**src/rtl/keypad_scanner_if.sv**
```systemverilog
// Key-code handshake from the scanner FIFO head to its consumer.
// master drives code/valid and samples ready; slave is the consumer side.
interface keypad_scanner_if #(
    parameter int CODE_W = 4
) ();
    logic [CODE_W-1:0] key_code;
    logic              key_valid;
    logic              key_ready;

    modport master (output key_code, output key_valid, input key_ready);
    modport slave  (input key_code, input key_valid, output key_ready);
endinterface

```
**src/rtl/keypad_scanner.sv**
```systemverilog
// Matrix keypad scanner with per-press debounce and a {row,col} code FIFO; `KEYPAD_REPEAT_EN adds auto-repeat.
// Push on the DEBOUNCE-th agreeing sample, code visible next cycle; a full FIFO (no same-cycle pop) drops the code and pulses overflow.
module keypad_scanner_fifo #(
    parameter int W     = 4,
    parameter int DEPTH = 4,
    localparam int AW   = $clog2(DEPTH)
) (
    input  logic         clk,
    input  logic         reset,
    input  logic         wr_vld,
    input  logic [W-1:0] wr_dat,
    output logic         wr_rdy,
    output logic         rd_vld,
    input  logic         rd_rdy,
    output logic [W-1:0] rd_dat
);
    logic [W-1:0] mem [DEPTH];
    logic [AW:0]  wptr, rptr;
    logic         full, wr_fire, rd_fire;

    assign full    = (wptr[AW] != rptr[AW]) && (wptr[AW-1:0] == rptr[AW-1:0]);
    assign rd_vld  = (wptr != rptr);
    assign rd_fire = rd_vld && rd_rdy;
    // A pop frees the head slot in the same edge, so a full queue still accepts.
    assign wr_rdy  = !full || rd_fire;
    assign wr_fire = wr_vld && wr_rdy;
    assign rd_dat  = rd_vld ? mem[rptr[AW-1:0]] : '0;

    always_ff @(posedge clk) begin
        if (reset) begin
            wptr <= '0;
            rptr <= '0;
        end else begin
            if (wr_fire) wptr <= wptr + 1'b1;
            if (rd_fire) rptr <= rptr + 1'b1;
        end
    end

    always_ff @(posedge clk) begin
        if (wr_fire) mem[wptr[AW-1:0]] <= wr_dat;
    end
endmodule

module keypad_scanner #(
    parameter int ROWS         = 4,
    parameter int COLS         = 4,
    parameter int SCAN_DIV     = 16,
    parameter int DEBOUNCE     = 4,
    parameter int FIFO_DEPTH   = 4,
    parameter int REPEAT_DELAY = 32,
    parameter int REPEAT_RATE  = 8,
    localparam int RW = (ROWS > 1) ? $clog2(ROWS) : 1,
    localparam int CW = (COLS > 1) ? $clog2(COLS) : 1
) (
    input  logic            clk,
    input  logic            reset,
    input  logic [ROWS-1:0] key_row,
    output logic [COLS-1:0] key_col,
    keypad_scanner_if.master kif,
    output logic            key_held,
    output logic            overflow
);
    localparam int DVW = $clog2(SCAN_DIV);
    localparam int DW  = $clog2(DEBOUNCE + 1);

    if (SCAN_DIV < 2 || DEBOUNCE < 1 || FIFO_DEPTH < 2 || (FIFO_DEPTH & (FIFO_DEPTH - 1)) != 0
        || REPEAT_DELAY < 1 || REPEAT_RATE < 1) begin : g_bad_param
        $error("keypad_scanner: illegal parameter value");
    end

    typedef enum logic [1:0] {S_SCAN, S_DEBOUNCE, S_PRESSED} state_t;

    state_t          state, state_nxt;
    logic [DVW-1:0]  div;
    logic [CW-1:0]   col, col_nxt;
    logic [DW-1:0]   dcnt, dcnt_nxt, rcnt, rcnt_nxt;
    logic [ROWS-1:0] pat, pat_nxt;
    logic [RW-1:0]   row_idx;
    logic            sample, push, push_all, fifo_wr_rdy;

    assign sample   = (div == DVW'(SCAN_DIV - 1));
    assign key_col  = ~(COLS'(1) << col);
    assign key_held = (state == S_PRESSED);

    always_ff @(posedge clk) begin
        if (reset || sample) div <= '0;
        else                 div <= div + 1'b1;
    end

    always_ff @(posedge clk) begin
        if (reset) begin
            state <= S_SCAN;
            col   <= '0;
            dcnt  <= '0;
            rcnt  <= '0;
            pat   <= '1;
        end else begin
            state <= state_nxt;
            col   <= col_nxt;
            dcnt  <= dcnt_nxt;
            rcnt  <= rcnt_nxt;
            pat   <= pat_nxt;
        end
    end

    always_comb begin
        state_nxt = state;
        col_nxt   = col;
        dcnt_nxt  = dcnt;
        rcnt_nxt  = rcnt;
        pat_nxt   = pat;
        push      = 1'b0;
        if (sample) begin
            case (state)
                S_SCAN: begin
                    if (key_row != '1) begin
                        pat_nxt  = key_row;
                        dcnt_nxt = DW'(1);
                        if (DEBOUNCE == 1) begin
                            push      = 1'b1;
                            rcnt_nxt  = '0;
                            state_nxt = S_PRESSED;
                        end else begin
                            state_nxt = S_DEBOUNCE;
                        end
                    end
                end
                S_DEBOUNCE: begin
                    if (key_row == pat) begin
                        dcnt_nxt = dcnt + 1'b1;
                        if (dcnt_nxt == DW'(DEBOUNCE)) begin
                            push      = 1'b1;
                            rcnt_nxt  = '0;
                            state_nxt = S_PRESSED;
                        end
                    end else begin
                        state_nxt = S_SCAN;
                    end
                end
                S_PRESSED: begin
                    // Only an all-released run ends the press; pattern changes are ignored.
                    if (key_row == '1) begin
                        rcnt_nxt = rcnt + 1'b1;
                        if (rcnt_nxt == DW'(DEBOUNCE)) state_nxt = S_SCAN;
                    end else begin
                        rcnt_nxt = '0;
                    end
                end
                default: state_nxt = S_SCAN;
            endcase
            if (state_nxt == S_SCAN) col_nxt = (col == CW'(COLS - 1)) ? '0 : col + 1'b1;
        end
    end

    always_comb begin
        row_idx = '0;
        for (int i = ROWS - 1; i >= 0; i--) begin
            if (!pat_nxt[i]) row_idx = RW'(i);
        end
    end

`ifdef KEYPAD_REPEAT_EN
    localparam int HMAX = (REPEAT_DELAY > REPEAT_RATE) ? REPEAT_DELAY : REPEAT_RATE;
    localparam int HW   = $clog2(HMAX + 1);

    logic [HW-1:0] hcnt, hcnt_nxt;
    logic          rep_phase, rep_phase_nxt, rep_push;

    // rep_phase selects the initial delay or the steady repeat interval.
    always_comb begin
        hcnt_nxt      = hcnt;
        rep_phase_nxt = rep_phase;
        rep_push      = 1'b0;
        if (state != S_PRESSED) begin
            hcnt_nxt      = '0;
            rep_phase_nxt = 1'b0;
        end else if (sample) begin
            if (key_row == '1) begin
                hcnt_nxt      = '0;
                rep_phase_nxt = 1'b0;
            end else begin
                hcnt_nxt = hcnt + 1'b1;
                if (hcnt_nxt == (rep_phase ? HW'(REPEAT_RATE) : HW'(REPEAT_DELAY))) begin
                    rep_push      = 1'b1;
                    hcnt_nxt      = '0;
                    rep_phase_nxt = 1'b1;
                end
            end
        end
    end

    always_ff @(posedge clk) begin
        if (reset) begin
            hcnt      <= '0;
            rep_phase <= 1'b0;
        end else begin
            hcnt      <= hcnt_nxt;
            rep_phase <= rep_phase_nxt;
        end
    end

    assign push_all = push || rep_push;
`else
    assign push_all = push;
`endif

    keypad_scanner_fifo #(
        .W     (RW + CW),
        .DEPTH (FIFO_DEPTH)
    ) u_fifo (
        .clk    (clk),
        .reset  (reset),
        .wr_vld (push_all),
        .wr_dat ({row_idx, col}),
        .wr_rdy (fifo_wr_rdy),
        .rd_vld (kif.key_valid),
        .rd_rdy (kif.key_ready),
        .rd_dat (kif.key_code)
    );

    always_ff @(posedge clk) begin
        if (reset) overflow <= 1'b0;
        else       overflow <= push_all && !fifo_wr_rdy;
    end
endmodule

```
**src/flat_wrapper.sv**
```systemverilog
// flat-port wrapper written by rule: the top's interface ports become plain ports
module keypad_scanner_flat 
#(
    parameter int ROWS         = 4,
    parameter int COLS         = 4,
    parameter int SCAN_DIV     = 16,
    parameter int DEBOUNCE     = 4,
    parameter int FIFO_DEPTH   = 4,
    parameter int REPEAT_DELAY = 32,
    parameter int REPEAT_RATE  = 8,
    localparam int RW = (ROWS > 1) ? $clog2(ROWS) : 1,
    localparam int CW = (COLS > 1) ? $clog2(COLS) : 1
)
  (clk, reset, key_row, key_col, key_held, overflow, kif_key_code, kif_key_valid, kif_key_ready);
  keypad_scanner_if #(.CODE_W(4)) kif_i ();
  input  logic clk;
  input  logic reset;
  input  logic [ROWS-1:0] key_row;
  output logic [COLS-1:0] key_col;
  output logic key_held;
  output logic overflow;
  output wire logic [$bits(kif_i.key_code)-1:0] kif_key_code;
  output wire logic [$bits(kif_i.key_valid)-1:0] kif_key_valid;
  input wire logic [$bits(kif_i.key_ready)-1:0] kif_key_ready;
  assign kif_key_code = kif_i.key_code;
  assign kif_key_valid = kif_i.key_valid;
  assign kif_i.key_ready = kif_key_ready;
  keypad_scanner #(.ROWS(ROWS), .COLS(COLS), .SCAN_DIV(SCAN_DIV), .DEBOUNCE(DEBOUNCE), .FIFO_DEPTH(FIFO_DEPTH), .REPEAT_DELAY(REPEAT_DELAY), .REPEAT_RATE(REPEAT_RATE)) u_core (.clk(clk), .reset(reset), .key_row(key_row), .key_col(key_col), .kif(kif_i), .key_held(key_held), .overflow(overflow));
endmodule
```
**config.mk**
```make
export PLATFORM = sky130hd
export DESIGN_NAME = keypad_scanner_flat
export DESIGN_NICKNAME = d
export VERILOG_FILES = /design/src/rtl/keypad_scanner_if.sv /design/src/rtl/keypad_scanner.sv /design/src/flat_wrapper.sv
export SDC_FILE = /design/constraint.sdc
export NUM_CORES = 1
export LEC_CHECK = 0
export CORE_UTILIZATION = 62
export CTS_CLUSTER_DIAMETER = 150
export DETAILED_ROUTE_END_ITERATION = 6
export DONT_BUFFER_PORTS = 1
export GPL_TIMING_DRIVEN = 0
export HOLD_SLACK_MARGIN = 0.1
export PLACE_DENSITY = 0.77
export SETUP_SLACK_MARGIN = 0.1
export SKIP_LAST_GASP = 1
export SLEW_MARGIN = 20
export SYNTH_ARGS = -nofsm -noshare
export SYNTH_HDL_FRONTEND = slang
export SYNTH_SLANG_ARGS = --single-unit
```
**constraint.sdc**
```tcl
create_clock -name clk -period 2.45 [get_ports clk]
set_input_delay 0.49 -clock clk [delete_from_list [all_inputs] [get_ports clk]]
set_output_delay 0.49 -clock clk [all_outputs]
set_load 0.05 [all_outputs]
```
==> impl_metrics.ini, run 1 <==
[yosys]
ys_top_cells_by_count = dfxtp_1, ha_1, edfxtp_1, inv_1, nor2_1
ys_warn_count = 0
ys.flop_type = dfxtp_1
synth_area_mm2 = 0.00217
syn-instance-count = 204
avgSynthCellArea_um2 = 10.6
ys_ff_latch = 43
synth_cell_type_count = 44
synth-seq-area-share_pct = 47.1
yosys.area.top_type = dfxtp_1
async_flop_share_pct = 0
synth_edf_count = 16
synth_area_leaders = dfxtp_1, edfxtp_1, ha_1
syn_nets = 229
netlist.area_leader.share_pct = 24.9
synth_most_common_cell = dfxtp_1

[detailed_routing]
wirelength_um = 4180
antenna_left = 0
dr.pass1.iters = 4
drt_iter0_markers = 59
met2_length_um = 2230
top_layer = met4
via_count = 1576
wl_met3_um = 215
wl_per_cell_um = 15.8
wirelength_met1_um = 1650
via_per_inst = 5.97
route.detailed.drc = 0

[worst_setup_path]
cp-start-kind = flip-flop
arrival_ns = 2.00
crit_fanout = 8
critPathCaptureType = output port
r2r_slack_ns = 0.25
criticalPathCategory = reg -> out
cp.required_ns = 1.96

[die]
die_w_um = 61.2
io_pins = 18
rows = 21
die_h_um = 61.2
design.die.area_mm2 = 0.00374
coreArea_mm2 = 0.00334
start_util_pct = 65.0

[sta]
setup_viol = 4
period_share_pct = 102
final.setup.tns_ns = -0.170
setup_slack_ns = -0.0439
worst_pin_slew_ns = 0.798
rsz0062_at_grt = true
max_freq_ghz = 0.401
fin_crit_ns = 2.49
relSlewSlack_pct = 46.7
hold_viol_final = 0
clock_skew_ns = 0.0141
hold-worst-slack_ns = 0.311
maxSlewViolCount = 0

[global_routing]
grt_overflow = 0
antenna_found_initial = 0
grt_pass1_vias = 1510
grt_start_max_net_pins = 14
grt_pass1_wl_um = 6570
grt.total_usage_pct = 24.8

[cts]
htreeDepth = 2
clkTransAtPathRegs_ns = 0.12
cts_made_buffers = 5
clk_latency_ns = 0.36
clockBufferDepth = 2
cts_tree = done
cts_hold_buf = 0
root_buffer = clkbuf_4
cts.sinks = 43

[status]
violations = negative setup slack
outcome = finished, violations left

[layout]
layout-drive-gt1-share_pct = 17.9
diodes = 0
stdcell_count = 264
syn_to_final_growth_pct = 9.40
nNetsFinal = 242

[run]
cap_violations = 0

[placement]
io_buffers = 0
dp_cells = 250
place_hpwl_um = 2960
gp_congestion = 0.785

[power]
pwr_density_cell_mw_per_mm2 = 461
power_leakage_nw = 0.887
ir_drop_v = 0.000391

[min_path]
hold_class = in -> reg
-- registers in the layout, summed over array words and instances, names as in the netlist, named ones only --
name                cells
u_core.u_fifo.mem      16
u_core.pat              4
u_core.u_fifo.rptr      3
u_core.u_fifo.wptr      3
u_core.dcnt             3
u_core.div              4
u_core.rcnt             3
u_core.state            2
u_core.col              2
u_core.overflow         1
-- critical path: stages, from the launching register on --
cell and delay, ns:
dfxtp_2 0.36, xor2_2 0.18, nand3b_1 0.65, and2_4 0.45
-- cell type report --
type	count	area, um^2
multi-input combinational	139	1110
tap	46	57.6
inverter	16	60.1
clock inverter	2	8.76
fill	262	963
sequential	43	1030
buffer	6	23.8
timing repair buffer	6	45.0
clock buffer	6	41.3
-- final timing paths --
check / end / startpoint / cells past startpoint
setup / recovery: kif_key_code[0] / u_core.u_fifo.wptr[2] / 3
hold / removal: u_core.overflow / kif_key_ready / 3
setup reg to reg: u_core.u_fifo.mem[0][2] / u_core.state[1] / 8
hold reg to reg: u_core.div[0] / u_core.div[0] / 1
-- metrics by stage --
step	setup slack [ns]	power (mW)	instance area (um^2)	utilization, %
floorplan	0.358	0.780	2170	-
global placement	0.0866	0.786	2230	66.7
detailed placement	-0.0264	0.787	2230	66.7
CTS	-0.0806	1.10	2350	70.5
global route	-0.171	1.14	2370	71.1
finish	-0.0439	1.10	2370	71.1
-- report_power, final --
group	internal, mW	switching [mW]
Sequential	0.739	0.00320
Clock	0.108	0.216
Combinational	0.0102	0.0193
-- per-layer routing --
| layer | GRT usage, % | vias to the layer above |
|---|---|---|
| met3 | 6.72 | 10 |
| li1 | - | 770 |
| met4 | 9.42 | 0 |
| met2 | 44.6 | 55 |
| met1 | 28.0 | 741 |
| met5 | 0 | - |
-- placed cells by master (no fill, tap or decap), types with 5 or more instances in the layout --
| master | instances |
|---|---|
| nor2_1 | 13 |
| ha_1 | 17 |
| inv_1 | 16 |
| xor2_1 | 7 |
| dfxtp_2 | 5 |
| nand4_1 | 6 |
| nand3_1 | 6 |
| a21oi_1 | 8 |
| clkbuf_4 | 5 |
| o21ai_0 | 6 |
| edfxtp_1 | 16 |
| dfxtp_1 | 22 |
| clkbuf_1 | 6 |
| nand2_1 | 13 |
| buf_4 | 6 |
-- cell families after synthesis --
kind of cell | count (synthesis) | share of synthesized area [%]
AND/OR/NAND/NOR | 65 | 16.6
flip-flops | 43 | 47.1
AO/OA/AOI/OAI | 36 | 11.3
buffers and inverters | 22 | 3.86
adder cells (fa/ha/maj) | 18 | 10.4
XOR/XNOR | 13 | 5.25
multiplexers | 7 | 5.54
-- timing repair --
item / 4_1_cts / 5_1_grt
pin swaps: 5 / 6
resized for setup: 17 / 3
setup endpoints to repair: 8 / 13
buffers inserted: 4 / 2
(Power assumes the default switching activity.)
==> run 2, diff against run 1 <==
Settings changed: CORE_UTILIZATION 62 to 55, PLACE_DENSITY 0.77 to 0.69.
==> run 2 against run 1 <==
The flow now finishes without violations. Combinational power is 4% higher. Largest power group unchanged. Power increased by 30%. Clock skew decreased by 0.0077 ns. Highest routed layer unchanged. Non-clock buffer count rose by 1. Fmax increased by 4.6%. Die area up 12%. Clock power rose by 100%. Cell area increased by 5.1%. Register-to-register slack about the same. Via count decreased by 1.6%. Critical path depth is the same. Critical path type unchanged. Cell count is 1.1% higher.
==> impl_metrics.ini, run 2 (synthesis results as in run 1) <==
[power]
pwr_density_cell_mw_per_mm2 = 570
ir_drop_v = 0.000402
power_leakage_nw = 0.940

[layout]
final_core_util_pct = 67.1
final_common_cell = dfxtp_1
final_area_mm2 = 0.00249
layout-drive-gt1-share_pct = 21.9
nNetsFinal = 243
largest_register_ff_count = 16
mostFrequentLayoutCells = dfxtp_1, ha_1, inv_1, edfxtp_1
diodes = 0
syn_to_final_growth_pct = 14.9

[die]
start_util_pct = 58.4
die_w_um = 64.8
design.die.area_mm2 = 0.00420
rows = 22
die_h_um = 64.8
io_pins = 18
coreArea_mm2 = 0.00372

[placement]
io_buffers = 0
place_hpwl_um = 3110
placedInstanceArea_mm2 = 0.00223
gp_congestion = 0.880

[worst_setup_path]
worstReg2RegStart = u_core.state[1]
cp.required_ns = 1.96
arrival_ns = 1.89
critPathCaptureType = output port
worstRegToRegCells = 8
crit_fanout = 8
cp-start-kind = flip-flop
criticalPathCategory = reg -> out
timing.rr.end = u_core.u_fifo.mem[1][3]
r2r_slack_ns = 0.24

[sta]
relSlewSlack_pct = 47.2
hold-worst-slack_ns = 0.373
max_freq_ghz = 0.420
period_share_pct = 97.3
hold_viol_final = 0
clock_skew_ns = 0.00642
worst_pin_slew_ns = 0.789
maxSlewViolCount = 0
setup_viol = 0
rsz0062_at_grt = true
fin_crit_ns = 2.38

[global_routing]
antenna_found_initial = 0
grt_start_max_net_pins = 14
grt.total_usage_pct = 23.5
grt_pass1_wl_um = 7440
grt_overflow = 0
grt_pass1_vias = 1594

[min_path]
min_to = u_core.pat[3]
min_from = key_row[3]
whs_path_depth = 2
hold_class = in -> reg

[cts]
clkTransAtPathRegs_ns = 0.08
cts_made_buffers = 5
htreeDepth = 2
cts_tree = done
root_buffer = clkbuf_8
clockBufferDepth = 2
cts_hold_buf = 0
cts.sinks = 43
clk_latency_ns = 0.30

[run]
cap_violations = 0

[detailed_routing]
antenna_left = 0
drt_iter0_markers = 73
via_per_inst = 5.81
wl_per_cell_um = 16.2
via_count = 1551
route.detailed.drc = 0
dr.pass1.iters = 4
wirelength_um = 4330

[status]
outcome = completed
==> run 2: cell types whose count changed in the layout (fill, tap and decap cells not counted), sizes merged <==
cell	before	now
clkinv	2	0
bufinv	0	2
buf	6	7
==> run 2: worst max-delay path, stage by stage (launching register included) <==
cell and delay (ns):
dfxtp_2 0.34, xor2_2 0.17, nand3b_1 0.64, and2_4 0.45
==> run 2: per-stage QoR <==
stage | worst slack (ns) | power, mW | setup TNS, ns | instances
after global placement | 0.0800 | 0.786 | 0 | 252
final | 0.0666 | 1.42 | 0 | 267
after detailed placement | -0.108 | 0.788 | -0.432 | 252
after global routing | -0.00920 | 1.46 | -0.0320 | 267
after CTS | -0.00351 | 1.43 | -0.00351 | 263
after floorplan | 0.358 | 0.780 | 0 | 204
==> run 2: worst max-delay path by stage <==
stage,from,endpoint,slack (ns),cells past startpoint
after floorplan,u_core.u_fifo.wptr[0],kif_key_code[0],0.36,3
after global placement,u_core.state[1],u_core.u_fifo.mem[0][3],0.08,7
after detailed placement,u_core.state[1],u_core.u_fifo.mem[1][3],-0.11,7
after CTS,u_core.u_fifo.wptr[2],kif_key_code[0],-0.004,3
after global routing,u_core.u_fifo.wptr[2],kif_key_code[1],-0.009,3
final,u_core.u_fifo.wptr[2],kif_key_code[0],0.07,3
==> run 2: final cells by class <==
type	instances	area, um^2
Clock buffer	6	72.6
Inverter	16	60.1
Multi-Input combinational cell	139	1130
Fill cell	300	1220
Clock inverter	2	60.1
Timing Repair Buffer	7	52.6
Sequential cell	43	1030
Buffer	6	23.8
Tap cell	48	60.1
==> run 2: report_power, final <==
part / internal (mW) / switching [mW]
sequential: 0.737 / 0.00308
clock: 0.407 / 0.244
combinational: 0.0105 / 0.0201
==> run 2: metal layers <==
| metal | vias up | wire length (um) | track usage (%) | share of wire (%) |
|---|---|---|---|---|
| li1 | 766 | - | - | - |
| met1 | 750 | 1890 | 28.2 | 44 |
| met2 | 29 | 2230 | 41.0 | 52 |
| met3 | 6 | 152 | 5.11 | 3.5 |
| met4 | 0 | 52 | 8.61 | 1.2 |
| met5 | - | 0 | 0 | 0 |
==> run 2: what timing repair did <==
action,CTS,global route
pin swaps,3,3
endpoints found under the setup margin,12,26
setup buffers,3,4
cloned,0,0
gates resized for setup,19,9
==> run 3, diff against run 2 <==
Settings changed: CORE_UTILIZATION 55 to 45, PLACE_DENSITY 0.69 to 0.59.
==> run 3 against run 2 <==
Core utilization fell by 13 points. Combinational power decreased by 3%. Largest power group unchanged. Cell count increased by 0.75%. Via count grew 1.4%. Die area up 22%. Critical path depth unchanged. Flip-flop and latch count did not move. Highest routed layer unchanged. Power down 13%. Setup slack lost 0.013 ns. Non-clock buffer count decreased by 2. Global-route usage shrank 5.6 points. Sequential power hardly changed.
==> impl_metrics.ini, run 3 (synthesis results as in run 1) <==
[cts]
root_buffer = clkbuf_8
cts_tree = done
cts_hold_buf = 0
cts.sinks = 43
htreeDepth = 2
clk_latency_ns = 0.30
cts_made_buffers = 5
clockBufferDepth = 2
clkTransAtPathRegs_ns = 0.09

[die]
start_util_pct = 48.2
die_w_um = 71.4
rows = 24
io_pins = 18
die_h_um = 71.4
design.die.area_mm2 = 0.00510
coreArea_mm2 = 0.00450

[worst_setup_path]
cp-start-kind = flip-flop
critPathBufInv = 0
crit_chain = xor2_2, nand3b_1, and2_4
cp_slowest_cell = nand3b_1
arrival_ns = 1.91
crit_fanout = 8
critPathCaptureType = output port
max_stage_delay_ns = 0.63
cp.required_ns = 1.96
path_delay_family = simple AND/OR/NAND/NOR gates
criticalPathCategory = reg -> out

[sta]
fin_crit_ns = 2.40
relSlewSlack_pct = 47.6
setup_viol = 0
clock_skew_ns = 0.00419
worst_pin_slew_ns = 0.783
period_share_pct = 97.8
max_freq_ghz = 0.417
maxSlewViolCount = 0
hold_viol_final = 0
rsz0062_at_grt = true

[layout]
largest_register_ff_count = 16
syn_to_final_growth_pct = 12.3
final_core_util_pct = 54.1
final_common_cell = dfxtp_1
diodes = 0
mostFrequentLayoutCells = dfxtp_1, ha_1, inv_1, edfxtp_1, nor2_1
layout-drive-gt1-share_pct = 19.8
nNetsFinal = 241
nFillCells = 403

[min_path]
hold_class = in -> reg

[power]
pwr-share-seq_pct = 60.1
switchingPower_mw = 0.281
clkPwrFrac_pct = 37.5
p_comb_share_pct = 2.4
power_leakage_nw = 0.904
p_int_mw = 0.951
pwr_density_cell_mw_per_mm2 = 506
total_power_mw = 1.23
switching_share_pct = 22.8
ir_drop_v = 0.000283

[detailed_routing]
antenna_left = 0
wl_per_cell_um = 15.8
via_count = 1573
wirelength_um = 4250
route.detailed.drc = 0
drt_iter0_markers = 65
via_per_inst = 5.85
dr.pass1.iters = 4

[global_routing]
grt_start_max_net_pins = 16
grt_pass1_wl_um = 6990
grt.total_usage_pct = 18.0
antenna_found_initial = 0
grt_overflow = 0
grt_pass1_vias = 1512

[placement]
place_hpwl_um = 3100
io_buffers = 0
gp_congestion = 0.817

[status]
outcome = completed

[run]
cap_violations = 0
run 3: cell count changes in the layout (fill, tap and decap cells not counted):
| cell | delta |
|---|---|
| and2_1 | +3 |
| and2_2 | -3 |
| buf_4 | -2 |
| bufinv_16 | -2 |
| clkbuf_1 | -1 |
| clkinvlp_4 | +2 |
| inv_6 | +1 |
| nor2_1 | +1 |
| nor2_2 | -1 |
run 3: per-stage QoR:
stage	setup slack, ns	area, um^2	hold WS (ns)	TNS [ns]	instances
floorplan	0.358	2170	0.436	0	204
global placement	-0.00906	2230	0.447	-0.0361	256
detailed placement	-0.135	2230	0.462	-0.540	256
CTS	-0.00948	2400	0.355	-0.0186	267
global route	-0.00814	2440	0.370	-0.0263	269
finish	0.0534	2440	0.359	0	269
run 3: cell type report:
class,instances,area (um^2),share of cell area (%)
sequential,43,1030,42.3
tap,52,65.1,2.67
buffer,6,23.8,0.975
inverter,16,60.1,2.46
timing repair buffer,5,37.5,1.54
multi-input combinational,139,1130,46.3
clock buffer,5,68.8,2.82
clock inverter,3,23.8,0.975
run 3: path summary, 6_finish.rpt:
check                              from  depth (start not counted)                      end  slack, ns
setup / recovery  u_core.u_fifo.rptr[2]                          3          kif_key_code[1]       0.05
hold / removal            kif_key_ready                          2    u_core.u_fifo.rptr[1]       0.36
setup reg to reg        u_core.state[0]                          7  u_core.u_fifo.mem[0][3]       0.24
hold reg to reg          u_core.dcnt[1]                          2           u_core.dcnt[1]       0.47
run 3: power groups by stage:
stage | registers (mW) | logic, mW | clock network (mW)
after detailed placement | 0.758 | 0.0293 | 0
final | 0.741 | 0.0297 | 0.462
after CTS | 0.742 | 0.0295 | 0.479
after global routing | 0.741 | 0.0329 | 0.510
after floorplan | 0.758 | 0.0228 | 0
after global placement | 0.758 | 0.0285 | 0
run 3: repair_timing:
action | 4_1_cts | 5_1_grt
pin swaps | 5 | 6
endpoints found under the setup margin | 8 | 14
resized for setup | 18 | 6
setup buffers | 3 | 2
run 3: worst register-to-register path, cell delays in order, from the launching register on:
cell,delay [ns]
dfxtp_1,0.39
inv_1,0.12
ha_1,0.15
clkbuf_1,0.28
nand4_1,0.22
buf_4,0.20
o22a_1,0.23
a211oi_2,0.38
run 3: metal layers:
metal	track usage [%]	vias up	wire length (um)
li1	-	765	-
met1	21.0	771	1800
met2	31.5	31	2210
met3	5.06	6	183
met4	6.44	0	55
met5	0	-	0
